==> config.mk <==
export PLATFORM = sky130hd
export DESIGN_NAME = axi_rd_fifo_slave
export DESIGN_NICKNAME = d
export VERILOG_FILES = /design/src/rtl/axi_rd_fifo_slave.sv
export SDC_FILE = /design/constraint.sdc
export NUM_CORES = 1
export LEC_CHECK = 0
export CORE_MARGIN = 5
export CORE_UTILIZATION = 31
export DETAILED_ROUTE_END_ITERATION = 12
export HOLD_SLACK_MARGIN = 0.15
export PLACE_DENSITY = 0.94
export SLEW_MARGIN = 20
export SYNTH_ARGS = -nofsm -noshare
export SYNTH_HDL_FRONTEND = slang
export SYNTH_SLANG_ARGS = --single-unit
==> constraint.sdc <==
create_clock -name clk -period 5 [get_ports clk]
set_input_delay 0.75 -clock clk [delete_from_list [all_inputs] [get_ports clk]]
set_output_delay 0.75 -clock clk [all_outputs]
set_load 0.005 [all_outputs]
==> src/rtl/axi_rd_fifo_slave.sv <==
// -----------------------------------------------------------------------------
// axi_rd_fifo_slave
//
// AXI4 read-channel slave that serves read bursts from one of NUM_FIFO
// first-word-fall-through output FIFOs. The FIFO is selected by the field
// araddr[SEL_LSB +: SEL_W] of the burst start address. Only one transaction
// is outstanding at a time.
//
// Error handling:
//  - A select value >= NUM_FIFO turns the whole burst into SLVERR beats with
//    zero data. No FIFO is ever popped for those beats.
//  - With TIMEOUT > 0, a FIFO that stays empty for TIMEOUT consecutive cycles
//    switches the rest of the burst to SLVERR beats. The current beat is
//    included. The burst still returns all arlen+1 beats.
//
// Ports:
//  clk, reset_n        clock, asynchronous active-low reset
//  axs_s0_ar*          AXI read address channel (arsize/arburst are ignored)
//  axs_s0_r*           AXI read data channel
//  out_fifo_data       FWFT heads, FIFO i at [i*DATA_W +: DATA_W]
//  out_fifo_empty      per-FIFO empty flags
//  out_fifo_pop        one-hot pop, asserted on the completing beat only
// -----------------------------------------------------------------------------
module axi_rd_fifo_slave #(
  parameter int ID_W     = 4,
  parameter int ADDR_W   = 32,
  parameter int DATA_W   = 32,
  parameter int NUM_FIFO = 4,
  parameter int SEL_W    = 2,
  parameter int SEL_LSB  = 12,
  parameter int TIMEOUT  = 0
) (
  input  logic                       clk,
  input  logic                       reset_n,
  input  logic [ID_W-1:0]            axs_s0_arid,
  input  logic [ADDR_W-1:0]          axs_s0_araddr,
  input  logic [7:0]                 axs_s0_arlen,
  input  logic [2:0]                 axs_s0_arsize,
  input  logic [1:0]                 axs_s0_arburst,
  input  logic                       axs_s0_arvalid,
  output logic                       axs_s0_arready,
  output logic [ID_W-1:0]            axs_s0_rid,
  output logic [DATA_W-1:0]          axs_s0_rdata,
  output logic [1:0]                 axs_s0_rresp,
  output logic                       axs_s0_rlast,
  output logic                       axs_s0_rvalid,
  input  logic                       axs_s0_rready,
  input  logic [NUM_FIFO*DATA_W-1:0] out_fifo_data,
  input  logic [NUM_FIFO-1:0]        out_fifo_empty,
  output logic [NUM_FIFO-1:0]        out_fifo_pop
);

  localparam int              SEL_N      = 1 << SEL_W;
  localparam logic [SEL_W:0]  NUM_FIFO_W = (SEL_W + 1)'(NUM_FIFO);
  localparam logic [15:0]     TIMEOUT_W  = 16'(TIMEOUT);

  typedef enum logic [1:0] {
    ST_INIT = 2'd0,
    ST_IDLE = 2'd1,
    ST_DATA = 2'd2
  } state_t;

  state_t            state_reg, state_next;
  logic [ID_W-1:0]   rid_reg, rid_next;
  logic [SEL_W-1:0]  sel_reg, sel_next;
  logic [7:0]        beats_left_reg, beats_left_next;
  logic              err_reg, err_next;
  logic [15:0]       stall_cnt_reg, stall_cnt_next;
  logic              pop_en;

  logic [SEL_W-1:0]  ar_sel;
  logic              unused_ar_fields;

  // Select values that have no FIFO behind them still need a legal array
  // slot. They read as permanently empty with zero data. The err flag keeps
  // these slots out of the data path anyway.
  logic [SEL_N-1:0]  empty_pad;
  logic [DATA_W-1:0] head_pad [SEL_N];

  assign ar_sel           = axs_s0_araddr[SEL_LSB +: SEL_W];
  assign unused_ar_fields = ^{axs_s0_arsize, axs_s0_arburst, axs_s0_araddr};

  generate
    for (genvar gi = 0; gi < SEL_N; gi++) begin : g_pad
      if (gi < NUM_FIFO) begin : g_real
        assign empty_pad[gi] = out_fifo_empty[gi];
        assign head_pad[gi]  = out_fifo_data[gi*DATA_W +: DATA_W];
      end else begin : g_void
        assign empty_pad[gi] = 1'b1;
        assign head_pad[gi]  = '0;
      end
    end
    for (genvar gi = 0; gi < NUM_FIFO; gi++) begin : g_pop
      assign out_fifo_pop[gi] = pop_en && (sel_reg == SEL_W'(gi));
    end
  endgenerate

  always_ff @(posedge clk or negedge reset_n) begin
    if (!reset_n) begin
      state_reg      <= ST_INIT;
      rid_reg        <= '0;
      sel_reg        <= '0;
      beats_left_reg <= '0;
      err_reg        <= 1'b0;
      stall_cnt_reg  <= '0;
    end else begin
      state_reg      <= state_next;
      rid_reg        <= rid_next;
      sel_reg        <= sel_next;
      beats_left_reg <= beats_left_next;
      err_reg        <= err_next;
      stall_cnt_reg  <= stall_cnt_next;
    end
  end

  always_comb begin
    state_next      = state_reg;
    rid_next        = rid_reg;
    sel_next        = sel_reg;
    beats_left_next = beats_left_reg;
    err_next        = err_reg;
    stall_cnt_next  = stall_cnt_reg;
    axs_s0_arready  = 1'b0;
    axs_s0_rvalid   = 1'b0;
    axs_s0_rdata    = '0;
    axs_s0_rresp    = 2'b00;
    axs_s0_rlast    = 1'b0;
    axs_s0_rid      = '0;
    pop_en          = 1'b0;

    case (state_reg)
      ST_INIT: begin
        rid_next        = '0;
        sel_next        = '0;
        beats_left_next = '0;
        err_next        = 1'b0;
        stall_cnt_next  = '0;
        state_next      = ST_IDLE;
      end

      ST_IDLE: begin
        axs_s0_arready = 1'b1;
        if (axs_s0_arvalid) begin
          rid_next        = axs_s0_arid;
          sel_next        = ar_sel;
          beats_left_next = axs_s0_arlen;
          err_next        = ({1'b0, ar_sel} >= NUM_FIFO_W);
          stall_cnt_next  = '0;
          state_next      = ST_DATA;
        end
      end

      ST_DATA: begin
        axs_s0_rid = rid_reg;
        if (err_reg) begin
          axs_s0_rvalid = 1'b1;
          axs_s0_rresp  = 2'b10;
        end else begin
          axs_s0_rvalid = ~empty_pad[sel_reg];
          axs_s0_rdata  = head_pad[sel_reg];
        end
        axs_s0_rlast = axs_s0_rvalid && (beats_left_reg == 8'd0);

        if (axs_s0_rvalid && axs_s0_rready) begin
          pop_en = ~err_reg;
          if (beats_left_reg == 8'd0) begin
            state_next = ST_IDLE;
          end else begin
            beats_left_next = beats_left_reg - 8'd1;
          end
        end

        // err only rises on a cycle where rvalid is low, so a presented beat
        // never changes under the master.
        if (TIMEOUT > 0 && !err_reg) begin
          if (axs_s0_rvalid) begin
            stall_cnt_next = '0;
          end else begin
            stall_cnt_next = stall_cnt_reg + 16'd1;
            if (stall_cnt_next == TIMEOUT_W) begin
              err_next = 1'b1;
            end
          end
        end
      end

      default: begin
        state_next = ST_INIT;
      end
    endcase
  end

endmodule

==> metrics.txt, run 1 <==
CTS Buf Count 3; Netlist cell types 43; Clock Latency Late Sink 0.26 ns; max-cap violations 0; area added between synthesis and finish 94.8%; R2R cell count 6; fillers 550; Fin Setup TNS 0 ns; height of the die 92.9 um; Tot GR Track Use 20.5%; post-layout util 61.4%; CP startpoint sel_reg[1]; Setup crit end kind output port; Nets 575; number of setup buffers added after CTS 0; # setup viols final 0; ys async rst share 100%; final wirelength 9250 um; HP Start rid_reg[3]; Syn Inst Count 203; hold-fix buffers at CTS 0; Clock Sinks 16; routability cong. 0.884; Post-synth EDFFs 0; hold depth 1; Core Area 6760 um^2; crit-path max FO 27; Static Leakage 0.00154 uW; Reg-to-Reg End beats_left_reg[2]; Fin. Hold Viols 0; Yosys reg bits 16; Synth top area share 33.8%; detailed placement HPWL 7830 um; unrepaired setup endpoints after global routing false; max FFs per register 8; CTS tree built; flop2flop setup slack 2.35 ns; Tcrit/Tclk final 71.1%; IO Port Bufs 192; normalized max-slew margin 48.6%; ys flop type dfrtp_1; grt ovf 0; Site Rows 30; share of cells above drive strength 1 13.8%; status complete, no violations; arrival time worst endpoint 2.81 ns; Post-Route Skew 0.00880 ns; Fmax 0.281 GHz; Final min period 3.56 ns; 1st-iter DRT viols 164; post-route ant nets 0; DR pass1 iterations 4; Slew @ Worst Pin 0.771 ns; Synth area leader mux4_2; I/O Pins 230; antenna cells 0; yosys warns 0; R2R Path Start state_reg[0]; post-CTS sizing 0; initial antenna violation count 0; Area contributors post-synth mux4_2, dfrtp_1, and2_1; DIE WIDTH 92.9 um; Mapped Avg Cell Area 10.5 um^2; H-tree depth 1; vias in the first global route 2703; Hold WC Path Type flop to flop; pre-CTS setup slack 1.62 ns; clk slew on worst S/H paths 0.06 ns; Seq/Total Area, Yosys 18.8%; Post-Syn Area 2130 um^2; setup ws final 1.44 ns; die area 8630 um^2; Max Buffers Root-to-Sink 2; Worst Path Required 4.25 ns; # DRC 0; largest net degree at the start of global routing 28; Worst Hold Path EP rid_reg[3]; Slew Viols, Final 0; Wirelength per Cell 19.9 um; crit path launch type flop; PwrDens 391 nW/um^2; via density per instance 5.51; Root Driver clkbuf_8; first-pass GRT wire length 14000 um; VDD IR max 0.000253 V; Design Power 1620 uW; Initial Utilization 31.5%; type of the worst setup path flop to output port; Via Count 2556
## placed cells by master (no fill, tap or decap), types with 2 or more instances in the layout
master and count:
mux2_2 6, nand2b_1 3, clkdlybuf4s50_1 192, a21oi_1 5
nor2_1 8, mux4_2 32, nor2b_1 3, buf_4 3
clkbuf_8 4, o31ai_1 5, nand4_1 2, conb_1 2
nor3_1 4, inv_1 6, dfrtp_1 15, nand2_1 5
and2_1 39, o21ai_0 10, a22o_1 7, a22oi_1 5
ha_1 5, nor4_1 3
## report_power, final
part / total (uW) / switching, uW / leakage (uW) / internal (uW)
Clock: 117 / 47.5 / 0.0000288 / 70.0
Sequential: 307 / 116 / 0.000213 / 191
Combinational: 1200 / 503 / 0.00130 / 694
## metal layers
metal	vias up	part of all wire [%]	routed length [um]	GRT usage, %
met2	183	52	4830	37.7
li1	1135	-	-	-
met4	0	3.0	279	6.11
met1	1213	35	3190	23.0
met5	-	0	0	0
met3	25	10	941	5.61
## worst max path at each step
stage / endpoint / slack (ns) / depth (start not counted)
after floorplan: axs_s0_rdata[10] / 2.70 / 4
after global placement: out_fifo_pop[3] / 1.67 / 6
after detailed placement: out_fifo_pop[1] / 1.62 / 6
after CTS: out_fifo_pop[1] / 1.42 / 7
after global routing: out_fifo_pop[1] / 1.24 / 7
final: out_fifo_pop[1] / 1.44 / 7
## metrics by stage
step                      instances  hold slack (ns)  cell area, um^2
after floorplan                 204            0.454             2130
after global placement          460            0.501             4090
after detailed placement        460            0.517             4090
after CTS                       464            0.531             4150
after global routing            464            0.544             4150
final                           464            0.529             4150
## Yosys cell counts (2+ instances only)
library cell	n
ha_1	5
nor2b_1	3
and2_1	39
o31ai_1	5
nor3_1	4
dfrtp_1	16
mux4_2	32
nand4_1	2
mux2_2	6
a21oi_1	5
nand2b_1	3
o21ai_0	10
buf_2	5
nor2_1	8
clkbuf_1	10
nor4_1	3
nand2_1	5
inv_1	6
a22oi_1	5
buf_4	2
a22o_1	7
## critical path, cell delays in order, from the launching register on
cell and delay (ns):
dfrtp_1 0.69, buf_4 0.44, mux2i_1 0.33, nand2_1 0.08, o21ai_0 0.19, nand3_1 0.16
nor2_1 0.14, clkdlybuf4s50_1 0.51
## kinds of logic (layout without fill, tap and decap cells)
group / Yosys count / count (layout) / share of synthesized area, %
adders and majority gates: 5 / 5 / 2.94
and+or+nand+nor: 76 / 76 / 21.2
AOI/OAI and AO/OA: 40 / 40 / 13.9
xor gates and xnor gates: 1 / 1 / 0.411
DFF: 16 / 16 / 18.8
muxes: 39 / 39 / 37.5
other: 1 / 2 / 0.176
buffers and inverters: 25 / 205 / 5.11
## area by class of cell
type	count	area, um^2	share of cell area, %
tap	80	100	2.41
clock buffer	4	55.1	1.33
multi-input combinational	163	1620	39.2
timing repair buffer	195	1940	46.9
inverter	6	22.5	0.543
sequential	16	402	9.68
No activity file was read; power rests on OpenSTA's default activity.
==> run 2: changes to the inputs <==
- CORE_UTILIZATION: 31 -> 26
- PLACE_DENSITY: 0.94 -> 0.84
- clock period: 5 -> 2.87 ns (I/O delays scaled with it)
==> metrics.txt, run 2 (synthesized netlist as in run 1, its figures left out) <==
Worst Path Required 2.44 ns (-1.81 ns); family with the most delay on the worst path simple AND/OR/NAND/NOR gates; die area 10100 um^2 (+17%); post-layout util 52.0% (-9.4 points); crit-path max FO 4 (-85%); Site Rows 33 (+10%); # DRC 0 (unchanged); Core Area 8090 um^2 (+20%); arrival time worst endpoint 2.25 ns (-0.56 ns); CTS tree built; crit path launch type flop; Initial Utilization 26.3% (-5.2 points); H-tree depth 1 (unchanged); type of the worst setup path flop to output port; setup ws final 0.192 ns (-1.25 ns); Fmax 0.373 GHz; 1st-iter DRT viols 93 (-43%); HP Start rid_reg[1]; Design Power 2800 uW (+73%); Fin Setup TNS 0 ns (unchanged); VDD IR max 0.000407 V (+61%); vias in the first global route 2702 (-0.037%); Max Buffers Root-to-Sink 2 (unchanged); # setup viols final 0 (unchanged); IO Port Bufs 192 (unchanged); Largest stage delay, worst path 0.56 ns (-0.13 ns); CTS Buf Count 3 (unchanged); hold-fix buffers at CTS 0 (unchanged); via density per instance 5.12 (-7.0%); Root Driver clkbuf_8; Nets 580 (+0.87%); first-pass GRT wire length 13500 um (-3.1%); Setup crit end kind output port; Final min period 2.68 ns; Worst Hold Path EP rid_reg[1]; max-cap violations 0 (unchanged); clk slew on worst S/H paths 0.06 ns (about the same); PwrDens 666 nW/um^2 (+70%); max FFs per register 8 (unchanged); unrepaired setup endpoints after global routing false; Slew Viols, Final 0 (unchanged); DIE WIDTH 101 um (+8.2%); area of the multi-input gates 1620 um^2 (unchanged); Post-Route Skew 0.00476 ns (-0.00404 ns); CP Cell Sequence or4_4 > nor3_1 > and3_1 > clkdlybuf4s50_1; Reg-to-Reg End beats_left_reg[2]; commonest non-fill, non-tap cell in the layout clkdlybuf4s50_1; pre-CTS setup slack 0.107 ns (-1.51 ns); hold slack final 0.533 ns (+0.00389 ns); routability cong. 0.855 (-3.3%); number of setup buffers added after CTS 0 (unchanged); Tot GR Track Use 17.0% (-3.5 points); DR pass1 iterations 4 (unchanged); R2R Path Start state_reg[1]; Static Leakage 0.00156 uW (+1.3%); register area 402 um^2 (unchanged); Tcrit/Tclk final 93.3%; Wirelength per Cell 18.5 um (-7.2%); flop2flop setup slack 0.60 ns (-1.75 ns); height of the die 101 um (+8.2%); commonest non-fill, non-tap cells in the layout clkdlybuf4s50_1, and2_1, mux4_2; critical path's slowest cell or4_4; largest net degree at the start of global routing 31 (+11%); Clock Latency Late Sink 0.25 ns (about the same); share of cells above drive strength 1 14.7% (+0.85 points); detailed placement HPWL 7860 um (+0.49%); normalized max-slew margin 53.4% (+4.7 points); post-route ant nets 0 (unchanged); Slew @ Worst Pin 0.697 ns (-0.0734 ns); initial antenna violation count 0 (unchanged); area added between synthesis and finish 97.5%; I/O Pins 230 (unchanged); R2R cell count 6 (unchanged); Clock Sinks 16 (unchanged); Via Count 2530 (-1.0%); hold depth 1 (unchanged); grt ovf 0 (unchanged); antenna cells 0 (unchanged); Hold WC Path Type flop to flop; Crit path buffers/inverters 1 (-1); status complete, no violations; fillers 746 (+36%); Fin. Hold Viols 0 (unchanged); final wirelength 9140 um (-1.2%)
## run 2: cell types whose count changed in the layout (fill, tap and decap cells not counted)
| cell | previous run | this run |
|---|---|---|
| clkbuf_1 | 0 | 1 |
| clkbuf_8 | 4 | 3 |
| buf_4 | 3 | 8 |
| o21ai_0 | 10 | 9 |
| o21ai_1 | 0 | 1 |
## run 2: worst max path at each step
stage,start,end,slack (ns),depth (start not counted)
global route,beats_left_reg[5],axs_s0_rlast,0.09,4
detailed placement,out_fifo_empty[0],out_fifo_pop[1],0.11,6
global placement,out_fifo_empty[0],out_fifo_pop[1],0.16,6
finish,beats_left_reg[5],axs_s0_rlast,0.19,4
floorplan,sel_reg[0],axs_s0_rdata[10],0.89,4
CTS,out_fifo_empty[0],out_fifo_pop[3],0.09,6
## run 2: routing by layer
metal  up-vias  global-route usage, %  part of all wire [%]
met3        12                   4.50                   9.2
met2       139                   30.6                    51
li1       1147                      -                     -
met4         0                   4.46                   1.9
met5         -                      0                     0
met1      1232                   20.0                    38
## run 2: repair_timing
action                     CTS  global route
hold endpoints to repair     0             0
setup endpoints to repair    0             2
resized for setup            0             1
## run 2: power by group
part | internal (uW) | switching [uW]
Clock | 98.4 | 76.4
Combinational | 1240 | 940
Sequential | 334 | 113
## run 2: final cells by class
class / count / share of cell area [%]
Timing Repair Buffer: 200 / 47.1
Multi-Input combinational cell: 163 / 38.6
Sequential cell: 16 / 9.55
Tap cell: 105 / 3.12
Clock buffer: 4 / 1.07
Inverter: 6 / 0.535
## run 2: through the flow
stage	instances	area [um^2]
floorplan	204	2130
global placement	490	4160
detailed placement	490	4160
CTS	494	4210
global route	494	4210
finish	494	4210
==> run 3: changes to the inputs <==
- CORE_ASPECT_RATIO: default -> 1.4
==> metrics.txt, run 3 (synthesized netlist as in run 1, its figures left out) <==
crit path launch type flop; type of the worst setup path flop to output port; DR pass1 iterations 4 (unchanged); IO Port Bufs 192 (unchanged); via density per instance 5.07 (-1.0%); hold-fix buffers at CTS 0 (unchanged); pre-CTS setup slack 0.211 ns (+0.103 ns); area added between synthesis and finish 99.6%; Worst Path Required 2.44 ns (about the same); critical path's slowest cell or4_4; Fmax 0.370 GHz (-0.93%); share of cells above drive strength 1 14.7% (+0.038 points); final wirelength 9470 um (+3.7%); post-layout util 52.5% (+0.51 points); VDD IR max 0.000534 V (+31%); Via Count 2484 (-1.8%); arrival time worst endpoint 2.27 ns (+0.02 ns); Largest stage delay, worst path 0.55 ns (about the same); Tot GR Track Use 17.9% (+0.86 points); Max Buffers Root-to-Sink 2 (unchanged); HP Start rid_reg[2]; R2R Path Start beats_left_reg[5]; H-tree depth 1 (unchanged); Clock Latency Late Sink 0.26 ns (about the same); Setup crit end kind output port; routability cong. 0.847 (-0.92%); status complete, no violations; Clock Sinks 16 (unchanged); PwrDens 695 nW/um^2 (+4.3%); Fin Setup TNS 0 ns (unchanged); Fin. Hold Viols 0 (unchanged); Static Leakage 0.00158 uW (+1.2%); max FFs per register 8 (unchanged); number of setup buffers added after CTS 0 (unchanged); Post-Route Skew 0.00418 ns (-0.000583 ns); commonest non-fill, non-tap cell in the layout clkdlybuf4s50_1; CP startpoint beats_left_reg[5]; normalized max-slew margin 49.1% (-4.2 points); largest net degree at the start of global routing 35 (+13%); detailed placement HPWL 8030 um (+2.2%); CTS tree built; clk slew on worst S/H paths 0.05 ns (about the same); post-route ant nets 0 (unchanged); setup ws final 0.167 ns (-0.0252 ns); Slew Viols, Final 0 (unchanged); Core Area 8100 um^2 (about the same); vias in the first global route 2659 (-1.6%); initial antenna violation count 4 (+4); height of the die 117 um (+16%); CP Cell Sequence or4_4 > nor3_1 > and3_1 > clkdlybuf4s50_1; crit-path max FO 4 (unchanged); first-pass GRT wire length 14100 um (+4.4%); die area 10100 um^2 (+0.25%); # DRC 0 (unchanged); Nets 579 (-0.17%); I/O Pins 230 (unchanged); Wirelength per Cell 19.3 um (+4.5%); CTS Buf Count 3 (unchanged); commonest non-fill, non-tap cells in the layout clkdlybuf4s50_1, and2_1, mux4_2; Final min period 2.70 ns (+0.0252 ns); grt ovf 0 (unchanged); post-CTS sizing 0 (unchanged); DIE WIDTH 86.5 um (-14%); Root Driver clkbuf_16; antenna cells 0 (unchanged); unrepaired setup endpoints after global routing false; max-cap violations 0 (unchanged); Initial Utilization 26.3% (about the same); Slew @ Worst Pin 0.760 ns (+0.0633 ns); Hold WC Path Type flop to flop; Tcrit/Tclk final 94.2% (+0.88 points); # setup viols final 0 (unchanged); 1st-iter DRT viols 74 (-20%); Site Rows 39 (+18%)
run 3: changes by cell type in the layout (fill, tap and decap cells not counted), sizes merged:
cell and change:
buf -1
run 3: worst max-delay path: cells and delay by family (launching register included):
family                 cells  cell delay, ns
buffers and inverters      1            0.53
flip-flops                 1            0.41
AND/OR/NAND/NOR            3            1.07
run 3: metal layers:
metal / up-vias / part of all wire (%) / global-route usage, %
met2: 149 / 51 / 32.2
met3: 23 / 11 / 5.81
li1: 1150 / - / -
met4: 8 / 1.7 / 4.78
met5: - / 0.58 / 0
met1: 1154 / 36 / 20.2
run 3: final cells by class:
type | count | area (um^2)
Multi-Input combinational cell | 163 | 1620
Timing Repair Buffer | 199 | 1990
Sequential cell | 16 | 402
Inverter | 6 | 22.5
Tap cell | 102 | 128
Fill cell | 735 | 3850
Clock buffer | 4 | 88.8
run 3: path summary, 6_finish.rpt:
check / to / slack [ns] / cells after the start
max in group asynchronous: sel_reg[0] / 1.72 / 1
min: rid_reg[2] / 0.52 / 1
max: axs_s0_rlast / 0.17 / 4
min reg2reg: rid_reg[2] / 0.52 / 1
max reg2reg: beats_left_reg[5] / 0.74 / 5
min in group asynchronous: beats_left_reg[4] / 0.62 / 1
run 3: where the power goes:
group,internal [uW],leakage (uW),switching [uW]
clock,212,0.0000442,100
combinational,1250,0.00132,932
sequential,335,0.000213,127
run 3: metrics by stage:
stage	area (um^2)	std cells	hold slack (ns)	total power [uW]
floorplan	2130	204	0.135	1860
global placement	4160	486	0.497	2570
detailed placement	4160	486	0.498	2640
CTS	4250	490	0.523	2970
global route	4250	490	0.536	3160
finish	4250	490	0.520	2950
